### src/rtl/iq_block_framer_pkg.sv
// Shared constants and types for the IQ block framer: K-character codes,
// block geometry, FSM state encoding and the FIFO word layout.
package system_parameters;

  localparam logic [7:0] K28_7                   = 8'hFC;
  localparam int         BLOCK_SIZE              = 1024;
  localparam int         SCALING_FACTOR_BITWIDTH = 12;
  localparam logic [3:0] HEADER_K                = 4'b1000;
  localparam logic [3:0] PAYLOAD_K               = 4'b0000;

  typedef enum logic [0:0] {
    HUNT    = 1'b0,
    PAYLOAD = 1'b1
  } framer_state_t;

  typedef struct packed {
    logic [3:0]  k;
    logic [31:0] d;
  } tx_word_t;

  // Header replaces the comma sample: K28.7 in the top byte, scaling factor in the low bits.
  function automatic tx_word_t make_header(input logic [SCALING_FACTOR_BITWIDTH-1:0] sf);
    tx_word_t w;
    w.k = HEADER_K;
    w.d = {K28_7, 12'h000, sf};
    return w;
  endfunction

  function automatic tx_word_t make_payload(input logic [31:0] data);
    tx_word_t w;
    w.k = PAYLOAD_K;
    w.d = data;
    return w;
  endfunction

endpackage

### src/rtl/iq_block_framer_if.sv
// Bus between the block scaler / transceiver environment and the framer.
// 'master' is the environment side, 'slave' is the framer.
interface iq_block_framer_if #(
  parameter int DATA_W = 32,
  parameter int SF_W   = 12
) ();
  import system_parameters::*;

  // Scaler side: words are sampled on every clk edge where in_valid is high; there is
  // no backpressure towards the scaler. Transceiver side: a word moves on an edge where
  // tx_valid & tx_ready; while tx_valid & !tx_ready, tx_data/tx_k hold their value and
  // tx_valid never drops without a transfer.
  logic [DATA_W-1:0] in_data;
  logic              in_comma;
  logic [SF_W-1:0]   in_scaling_factor;
  logic              in_valid;

  logic [DATA_W-1:0] tx_data;
  logic [3:0]        tx_k;
  logic              tx_valid;
  logic              tx_ready;

  logic              locked;
  logic              sync_err;
  logic              overflow;
  framer_state_t     fsmState;

  modport master (
    output in_data, in_comma, in_scaling_factor, in_valid, tx_ready,
    input  tx_data, tx_k, tx_valid, locked, sync_err, overflow, fsmState
  );

  modport slave (
    input  in_data, in_comma, in_scaling_factor, in_valid, tx_ready,
    output tx_data, tx_k, tx_valid, locked, sync_err, overflow, fsmState
  );

endinterface

### src/rtl/iq_block_framer_fifo.sv
// Generic show-ahead synchronous FIFO: popData shows the oldest entry whenever
// empty is low. A push while full is accepted only if a pop happens in the same cycle.
module iq_sync_fifo #(
  parameter int WIDTH = 36,
  parameter int DEPTH = 16
) (
  input  logic             clk,
  input  logic             rst,
  input  logic             push,
  input  logic [WIDTH-1:0] pushData,
  input  logic             pop,
  output logic [WIDTH-1:0] popData,
  output logic             full,
  output logic             empty
);

  localparam int             AW         = $clog2(DEPTH);
  localparam logic [AW:0]    FULL_COUNT = (AW+1)'(DEPTH);

  logic [WIDTH-1:0] mem [DEPTH];
  logic [AW-1:0]    wrPtr;
  logic [AW-1:0]    rdPtr;
  logic [AW:0]      count;
  logic             doPush;
  logic             doPop;

  assign full    = (count == FULL_COUNT);
  assign empty   = (count == '0);
  assign doPop   = pop && !empty;
  assign doPush  = push && (!full || doPop);
  assign popData = mem[rdPtr];

  always_ff @(posedge clk) begin
    if (rst) begin
      wrPtr <= '0;
      rdPtr <= '0;
      count <= '0;
    end else begin
      if (doPush) wrPtr <= wrPtr + AW'(1);
      if (doPop)  rdPtr <= rdPtr + AW'(1);
      count <= count + (AW+1)'(doPush) - (AW+1)'(doPop);
    end
  end

  // Storage carries no reset; only the pointers define what is valid.
  always_ff @(posedge clk) begin
    if (doPush) mem[wrPtr] <= pushData;
  end

endmodule

### src/rtl/iq_block_framer.sv
// Aligns to the scaler's comma flag, swaps each comma sample for a K28.7 header
// carrying the scaling factor, and queues frames for the transceiver.
module iq_block_framer #(
  parameter int DATA_W     = 32,
  parameter int SF_W       = 12,
  parameter int BLOCK_SIZE = 1024,
  parameter int FIFO_DEPTH = 16
) (
  input logic              clk,
  input logic              rst,
  iq_block_framer_if.slave bus
);
  import system_parameters::*;

  localparam int               CNT_W     = $clog2(BLOCK_SIZE) + 1;
  localparam logic [CNT_W-1:0] BLOCK_END = CNT_W'(BLOCK_SIZE);
  localparam logic [CNT_W-1:0] CNT_ONE   = CNT_W'(1);

  framer_state_t    state;
  logic [CNT_W-1:0] cnt;
  logic             locked;
  logic             syncErr;
  logic             overflow;
  logic             pushValid;
  tx_word_t         pushWord;

  logic [DATA_W-1:0] inData;
  logic [SF_W-1:0]   inSf;
  tx_word_t          popWord;
  logic              fifoFull;
  logic              fifoEmpty;
  logic              fifoPop;

  assign inData = bus.in_data;
  assign inSf   = bus.in_scaling_factor;

  // cnt counts words of the current block including its header; a block is
  // complete when it reaches BLOCK_END, so the missing-comma rule fires before any wrap.
  always_ff @(posedge clk) begin
    if (rst) begin
      state     <= HUNT;
      cnt       <= '0;
      locked    <= 1'b0;
      syncErr   <= 1'b0;
      pushValid <= 1'b0;
      pushWord  <= '0;
    end else begin
      syncErr   <= 1'b0;
      pushValid <= 1'b0;
      if (bus.in_valid) begin
        case (state)
          HUNT: begin
            if (bus.in_comma) begin
              pushValid <= 1'b1;
              pushWord  <= make_header(inSf);
              cnt       <= CNT_ONE;
              locked    <= 1'b1;
              state     <= PAYLOAD;
            end
          end
          PAYLOAD: begin
            if (bus.in_comma) begin
              syncErr   <= (cnt != BLOCK_END);
              pushValid <= 1'b1;
              pushWord  <= make_header(inSf);
              cnt       <= CNT_ONE;
            end else if (cnt == BLOCK_END) begin
              syncErr <= 1'b1;
              locked  <= 1'b0;
              cnt     <= '0;
              state   <= HUNT;
            end else begin
              pushValid <= 1'b1;
              pushWord  <= make_payload(inData);
              cnt       <= cnt + CNT_ONE;
            end
          end
          default: begin
            state  <= HUNT;
            locked <= 1'b0;
            cnt    <= '0;
          end
        endcase
      end
    end
  end

  assign fifoPop = !fifoEmpty && bus.tx_ready;

  // A push lost to a full FIFO latches overflow until reset; framing keeps counting.
  always_ff @(posedge clk) begin
    if (rst) begin
      overflow <= 1'b0;
    end else if (pushValid && fifoFull && !fifoPop) begin
      overflow <= 1'b1;
    end
  end

  iq_sync_fifo #(
    .WIDTH ($bits(tx_word_t)),
    .DEPTH (FIFO_DEPTH)
  ) u_fifo (
    .clk      (clk),
    .rst      (rst),
    .push     (pushValid),
    .pushData (pushWord),
    .pop      (fifoPop),
    .popData  (popWord),
    .full     (fifoFull),
    .empty    (fifoEmpty)
  );

  assign bus.tx_valid = !fifoEmpty;
  assign bus.tx_data  = fifoEmpty ? '0 : popWord.d;
  assign bus.tx_k     = fifoEmpty ? '0 : popWord.k;
  assign bus.locked   = locked;
  assign bus.sync_err = syncErr;
  assign bus.overflow = overflow;
  assign bus.fsmState = state;

endmodule

### src/flat_wrapper.sv
// flat-port wrapper written by rule: the top's interface ports become plain ports
module iq_block_framer_flat import system_parameters::*;
#(
  parameter int DATA_W     = 32,
  parameter int SF_W       = 12,
  parameter int BLOCK_SIZE = 1024,
  parameter int FIFO_DEPTH = 16
)
  (clk, rst, bus_in_data, bus_in_comma, bus_in_scaling_factor, bus_in_valid, bus_tx_ready, bus_tx_data, bus_tx_k, bus_tx_valid, bus_locked, bus_sync_err, bus_overflow, bus_fsmState);
  iq_block_framer_if #(.DATA_W(DATA_W), .SF_W(SF_W)) bus_i ();
  input logic clk;
  input logic rst;
  input wire logic [$bits(bus_i.in_data)-1:0] bus_in_data;
  input wire logic [$bits(bus_i.in_comma)-1:0] bus_in_comma;
  input wire logic [$bits(bus_i.in_scaling_factor)-1:0] bus_in_scaling_factor;
  input wire logic [$bits(bus_i.in_valid)-1:0] bus_in_valid;
  input wire logic [$bits(bus_i.tx_ready)-1:0] bus_tx_ready;
  output wire logic [$bits(bus_i.tx_data)-1:0] bus_tx_data;
  output wire logic [$bits(bus_i.tx_k)-1:0] bus_tx_k;
  output wire logic [$bits(bus_i.tx_valid)-1:0] bus_tx_valid;
  output wire logic [$bits(bus_i.locked)-1:0] bus_locked;
  output wire logic [$bits(bus_i.sync_err)-1:0] bus_sync_err;
  output wire logic [$bits(bus_i.overflow)-1:0] bus_overflow;
  output wire logic [$bits(bus_i.fsmState)-1:0] bus_fsmState;
  assign bus_i.in_data = bus_in_data;
  assign bus_i.in_comma = bus_in_comma;
  assign bus_i.in_scaling_factor = bus_in_scaling_factor;
  assign bus_i.in_valid = bus_in_valid;
  assign bus_i.tx_ready = bus_tx_ready;
  assign bus_tx_data = bus_i.tx_data;
  assign bus_tx_k = bus_i.tx_k;
  assign bus_tx_valid = bus_i.tx_valid;
  assign bus_locked = bus_i.locked;
  assign bus_sync_err = bus_i.sync_err;
  assign bus_overflow = bus_i.overflow;
  assign bus_fsmState = bus_i.fsmState;
  iq_block_framer #(.DATA_W(DATA_W), .SF_W(SF_W), .BLOCK_SIZE(BLOCK_SIZE), .FIFO_DEPTH(FIFO_DEPTH)) u_core (.clk(clk), .rst(rst), .bus(bus_i));
endmodule
### config.mk
export PLATFORM = sky130hd
export DESIGN_NAME = iq_block_framer_flat
export DESIGN_NICKNAME = d
export VERILOG_FILES = /design/src/rtl/iq_block_framer_pkg.sv /design/src/rtl/iq_block_framer_if.sv /design/src/rtl/iq_block_framer_fifo.sv /design/src/rtl/iq_block_framer.sv /design/src/flat_wrapper.sv
export SDC_FILE = /design/constraint.sdc
export NUM_CORES = 1
export LEC_CHECK = 0
export CAP_MARGIN = 0
export CORE_ASPECT_RATIO = 1.1
export CORE_UTILIZATION = 30
export CTS_CLUSTER_SIZE = 16
export DETAILED_ROUTE_END_ITERATION = 16
export SLEW_MARGIN = 10
export SYNTH_ARGS = -nofsm -noshare
export SYNTH_HDL_FRONTEND = slang
export SYNTH_SLANG_ARGS = --single-unit
### constraint.sdc
create_clock -name clk -period 4.58 [get_ports clk]
set_clock_uncertainty 0.2 [all_clocks]
set_input_delay 1.145 -clock clk [delete_from_list [all_inputs] [get_ports clk]]
set_output_delay 1.145 -clock clk [all_outputs]
set_load 0.05 [all_outputs]
Word level (Yosys, flattened, before mapping)
Memory sizes are Yosys's and may differ from the RTL's. A register that Yosys moved wholly into a read port is not among the register bits.
Index checks and enable logic that the tools add are counted.
W data, S select, Z words.
{"block": "word_totals", "register_bits": 65, "wordCells": 65, "output_inout_bits": 41, "ramBits": 576, "inputBits": 49, "n_memories": 1}
{"memory": "u_core.u_fifo.mem", "words": 16, "word_bits": 36, "read_ports": 1, "rd_clocked_by_memory_dff": 1, "write_ports": 1, "line": "iq_block_framer_fifo.sv:20", "rtl": "logic [WIDTH-1:0] mem [DEPTH];"}
{"block": "op_classes", "n_addsub": 5, "reduce_logical": 15, "mux": 24, "eq_ne": 7, "bitwise_logic": 2}
{"op": "$mux W36", "count": 3}
{"op": "$pmux W36 S2", "count": 1}
{"op": "$mux W11", "count": 3}
{"op": "$mux W32", "count": 1}
{"op": "$pmux W11 S2", "count": 1}
{"op": "$mux W4", "count": 3}
{"op": "$add A11 B1 Y11 const B", "count": 1}
{"op": "$eq A11 B11 Y1 const B", "count": 1}
{"op": "$ne A11 B11 Y1 const B", "count": 1}
{"op": "$mux W1", "count": 10}
{"op": "$add A4 B1 Y4 const B", "count": 2}
{"op": "$ne A2 B2 Y1 const B", "count": 3}
{"op": "$add A5 B1 Y5", "count": 1}
{"op": "$eq A5 B5 Y1 const B", "count": 1}
{"op": "$logic_and A1 B1 Y1", "count": 5}
{"op": "$logic_not A5 Y1", "count": 1}
{"op": "$sub A5 B1 Y5", "count": 1}
{"op": "$pmux W1 S2", "count": 2}
{"op": "$reduce_and A4 Y1", "count": 1}
{"op": "$logic_not A1 Y1", "count": 3}
{"op": "$ne A3 B3 Y1 const B", "count": 1}
{"op": "$reduce_and A3 Y1", "count": 1}
{"op": "$reduce_or A3 Y1", "count": 1}
{"op": "$not A1 Y1", "count": 2}
{"op": "3 further kinds", "count": 3}

Depth between registers and ports, before layout
{"block": "logic_depth", "word_depth": 8, "ltp_mapped": 14, "mapped_depth_nobuf": 13}

Modules after synthesis
Synthesis repeated with hierarchy kept, for this count alone.
{"block": "hier_totals", "hier_cells": 1286, "hier_area_um2": 24895.1}
{"mod": "iq_sync_fifo", "cells_per_inst": 990, "seq_area_each_um2": 17636.9, "area_each_um2": 22429.0, "n_inst": 1}
{"mod": "iq_block_framer", "cells_per_inst": 296, "seq_area_each_um2": 980.9, "area_each_um2": 2466.1, "n_inst": 1}

Least setup slack after synthesis
OpenSTA, ideal clock, no wires.
{"block": "synth_timing", "path_type": "in2reg", "startpoint": "in bus_tx_ready", "endpoint": "mem u_core.u_fifo.mem[2][0], enable pin", "setup_time_ns": 0.464, "t_arrival_ns": 3.879, "stages": 4, "path_buffers": 0, "required_time_ns": 3.916, "path_slack_ns": 0.036, "cell_sequence": "or2b_1 o21a_1 nand2_1 nor3_1"}
{"block": "synth_between", "elab_chain_cells": 6}
{"item": "from (decl)", "line": "flat_wrapper.sv:17", "rtl": "input wire logic [$bits(bus_i.tx_ready)-1:0] bus_tx_ready;"}
{"item": "$logic_and A1 B1 Y1", "line": "iq_block_framer.sv:88", "rtl": "assign fifoPop = !fifoEmpty && bus.tx_ready;"}
{"item": "$logic_and A1 B1 Y1", "line": "iq_block_framer_fifo.sv:29", "rtl": "assign doPop = pop && !empty;"}
{"item": "$logic_or A1 B1 Y1", "line": "iq_block_framer_fifo.sv:30", "rtl": "assign doPush = push && (!full || doPop);"}
{"item": "$logic_and A1 B1 Y1", "line": "iq_block_framer_fifo.sv:30"}
{"item": "$mux W1", "line": "iq_block_framer_fifo.sv:47", "rtl": "if (doPush) mem[wrPtr] <= pushData;"}
{"item": "$mux W1 (not written as such)", "line": "iq_block_framer_fifo.sv:47"}
{"item": "to (decl)", "line": "iq_block_framer_fifo.sv:20"}
No other way between the ends.

Worst setup path in the final report
{"block": "layout_timing", "startpoint": "reg u_core.u_fifo.count[3]", "endpoint": "out bus_tx_data[17]"}
{"block": "layout_between", "elab_chain_cells": 2}
{"item": "from (decl)", "line": "iq_block_framer_fifo.sv:23", "rtl": "logic [AW:0] count;"}
{"item": "from (signal assigned)", "line": "iq_block_framer_fifo.sv:41", "rtl": "count <= count + (AW+1)'(doPush) - (AW+1)'(doPop);"}
{"item": "$logic_not A5 Y1", "line": "iq_block_framer_fifo.sv:28", "rtl": "assign empty = (count == '0);"}
{"item": "$mux W32", "line": "iq_block_framer.sv:114", "rtl": "assign bus.tx_data = fifoEmpty ? '0 : popWord.d;"}
{"item": "to (decl)", "line": "flat_wrapper.sv:18", "rtl": "output wire logic [$bits(bus_i.tx_data)-1:0] bus_tx_data;"}
No other way between the ends.

==> impl_metrics.tcl <==
set metrics [dict create \
    place_congestion 0.7215 \
    outcome "completed" \
    hold_class "reg -> reg" \
    ys_top_cells_by_area "edfxtp_1 69%, mux4_2 6.5%, mux2i_1 6.3%" \
    grt_max_degree 65 \
    rsz0062_at_grt "false" \
    io_buffers 86 \
    vias_per_cell 4.816 \
    critPathKind "reg -> out" \
    cts_sinks 594 \
    crit_fanout 17 \
    die-area_mm2 0.07752 \
    grt_pass1_wl_mm 77.89 \
    hold_viol 0 \
    worst_slew_pin_slew_ps 1038 \
    place_worst_setup_slack_ps 355.0 \
    num_vias 11693 \
    vdd_drop_max_uv 275.4 \
    layout.cells.non_filler 2428 \
    maxCapViolCount 0 \
    ctsResizeCount 0 \
    yosys_warnings 0 \
    worstSetupEndpointType "output pin" \
    ios 90 \
    r2r_slack_ps 1160 \
    grt-ovfl-total 0 \
    clk_latency_ps 610 \
    synth.most_common_cell "edfxtp_1" \
    die_h_um 291.9 \
    htreeDepth 2 \
    worst_slack_ps 205.0 \
    finalWirelength_mm 52.29 \
    cts_buffer_depth 3 \
    ctsRootBufferMaster "clkbuf_16" \
    final.setup.tns_ps 0 \
    arrival_ps 3030 \
    cts_hold_buf 0 \
    power_density_mw_per_mm2 519.2 \
    yosysSeqAreaShare 0.7493 \
    slew_viol_final 0 \
    holdPathStages 2 \
    synth_edf_count 528 \
    antenna_found_initial 0 \
    synth_commonest_cells "528 x edfxtp_1, 145 x mux2i_1, 80 x a22oi_1, 71 x nor2_1" \
    leakage_uw 0.008713 \
    period_share 0.9552 \
    reg2reg_to "u_core.u_fifo.count[4]" \
    grt_pass1_vias 11867 \
    nNetsFinal 1429 \
    power_uw 14040 \
    diodes 0 \
    rows 105 \
    cts_made_buffers 59 \
    place_inst 2320 \
    drc_errors 0 \
    dp_hpwl_mm 29.05 \
    synthArstFlopShare 0 \
    critPathLaunchType "flop" \
    synth_cell_types 46 \
    drt_first_pass_iters 5 \
    ant_nets 0 \
    setup_violations 0 \
    yosys_most_used_dff "edfxtp_1" \
    cts_tree "built" \
    synth_cells 1252 \
    start_util 0.3050 \
    drt_iter0_drc 941 \
    groute.usage.overall 0.1353 \
    yosysTopAreaCell "edfxtp_1" \
    syn_to_final_growth_pct 17.94 \
    clkSlewWorstSetupHoldPaths_ps 60 \
    synth-seq-cells 594 \
    syn_area_mm2 0.02292 \
    finalCriticalPeriod_ps 4375 \
    r2r_cells 13 \
    wire_per_inst_um 21.54 \
    core_area_mm2 0.07515 \
    fmax_mhz 228.6 \
    cts_setup_buffers 0 \
    drive_gt1_frac 0.1756 \
    crit_required_ps 3230 \
    relSlewSlack 0.3066 \
    rr_startpoint "u_core.u_fifo.count[3]" \
    synth_top_area_frac 0.6917 \
    postSynthAreaPerCell_um2 18.31 \
    fp.dieW_um 265.6 \
    hold_start "u_core.u_fifo.rdPtr[1]" \
    n_fill_cell 7029 \
]
## flip-flops by register name, summed over array words and instances, names as in the netlist, named ones only
| name | flops |
|---|---|
| u_core.u_fifo.mem | 528 |
| u_core.cnt | 11 |
| u_core.u_fifo.wrPtr | 4 |
| u_core.bus.overflow | 1 |
| u_core.u_fifo.rdPtr | 4 |
| u_core.bus.sync_err | 1 |
| u_core.bus.locked | 1 |
| u_core.u_fifo.count | 5 |
| u_core.pushWord | 33 |
| u_core.bus.fsmState | 1 |
| u_core.pushValid | 1 |
## report_power, final
part / switching (uW) / internal (uW)
Combinational: 2050 / 1280
Sequential: 137 / 5970
Clock: 1990 / 2610
## layout make-up
class                           count  area (um^2)  share of cell area
Clock inverter                     31        242.7            0.008978
Tap cell                         1016         1271             0.04702
Sequential cell                   594        17180              0.6356
Clock buffer                       77         1595             0.05901
Timing Repair Buffer              127         1231             0.04554
Inverter                           16        60.06            0.002221
Multi-Input combinational cell    567         5451              0.2016
## cells by family after synthesis
logic type	count (synthesis)	synth area share
buf+inv	93	0.01883
mux	211	0.1282
compound gates	151	0.05174
simple gates	169	0.03641
xor+xnor	18	0.006877
fa+ha+maj	15	0.008515
other cells	1	0.0001636
flops	594	0.7493
## worst max-delay path, cell delays in order (launching register included)
cell and delay, ps:
dfxtp_1 320, inv_1 80, ha_1 170, or4b_1 600, nand2_1 190, nor2_4 110
buf_4 270, a221o_1 440, buf_4 230
## through the flow
step / hold WS (ps) / instance area [um^2] / utilization
after global routing: 345.2 / 27040 / 0.3598
after global placement: 273.8 / 25200 / 0.3353
after floorplan: 262.9 / 22930 / -
after detailed placement: 297.5 / 25200 / 0.3353
final: 304.7 / 27040 / 0.3598
after CTS: 303.0 / 27040 / 0.3598
## layer usage
metal | GRT usage | wire (um) | vias up
li1 | - | - | 5268
met3 | 0.02311 | 2523 | 78
met4 | 0.03750 | 1050 | 0
met2 | 0.2193 | 25150 | 288
met5 | 0 | 0 | -
met1 | 0.1866 | 23570 | 6059
## worst max-delay path by stage
stage | startpoint | endpoint | slack, ps
3_3_place_gp | bus_tx_ready | u_core.u_fifo.count[4] | 430
4_1_cts | u_core.u_fifo.count[3] | bus_tx_data[26] | 150
5_1_grt | u_core.u_fifo.count[2] | bus_tx_data[17] | 60
2_1_floorplan | bus_tx_ready | u_core.u_fifo.mem[2][0] | 40
6_report | u_core.u_fifo.count[3] | bus_tx_data[17] | 210
3_5_place_dp | bus_tx_ready | u_core.u_fifo.count[4] | 360
## placed cells by master, fill, tap and decap left out, types with 3 or more instances in the layout
cell               n
edfxtp_1         528
mux2i_1          145
a22oi_1           80
mux4_2            66
dfxtp_1           64
buf_4             62
clkbuf_16         60
nor2_1            57
clkdlybuf4s50_1   52
and3_1            35
a221o_1           33
nor3_1            16
nand2_1           16
inv_1             16
a211oi_1          14
ha_1              14
clkbuf_1          14
nor2_4            13
clkinv_1          13
buf_12            12
a21oi_1           10
xnor2_1           10
clkinv_2           9
xor2_1             8
nand3_1            4
nor3_2             4
nor2b_1            3
nor4_1             3
nand2b_1           3
nand4_1            3
conb_1             3
clkbuf_8           3
bufinv_16          3
clkinv_4           3
(Power assumes the default switching activity.)
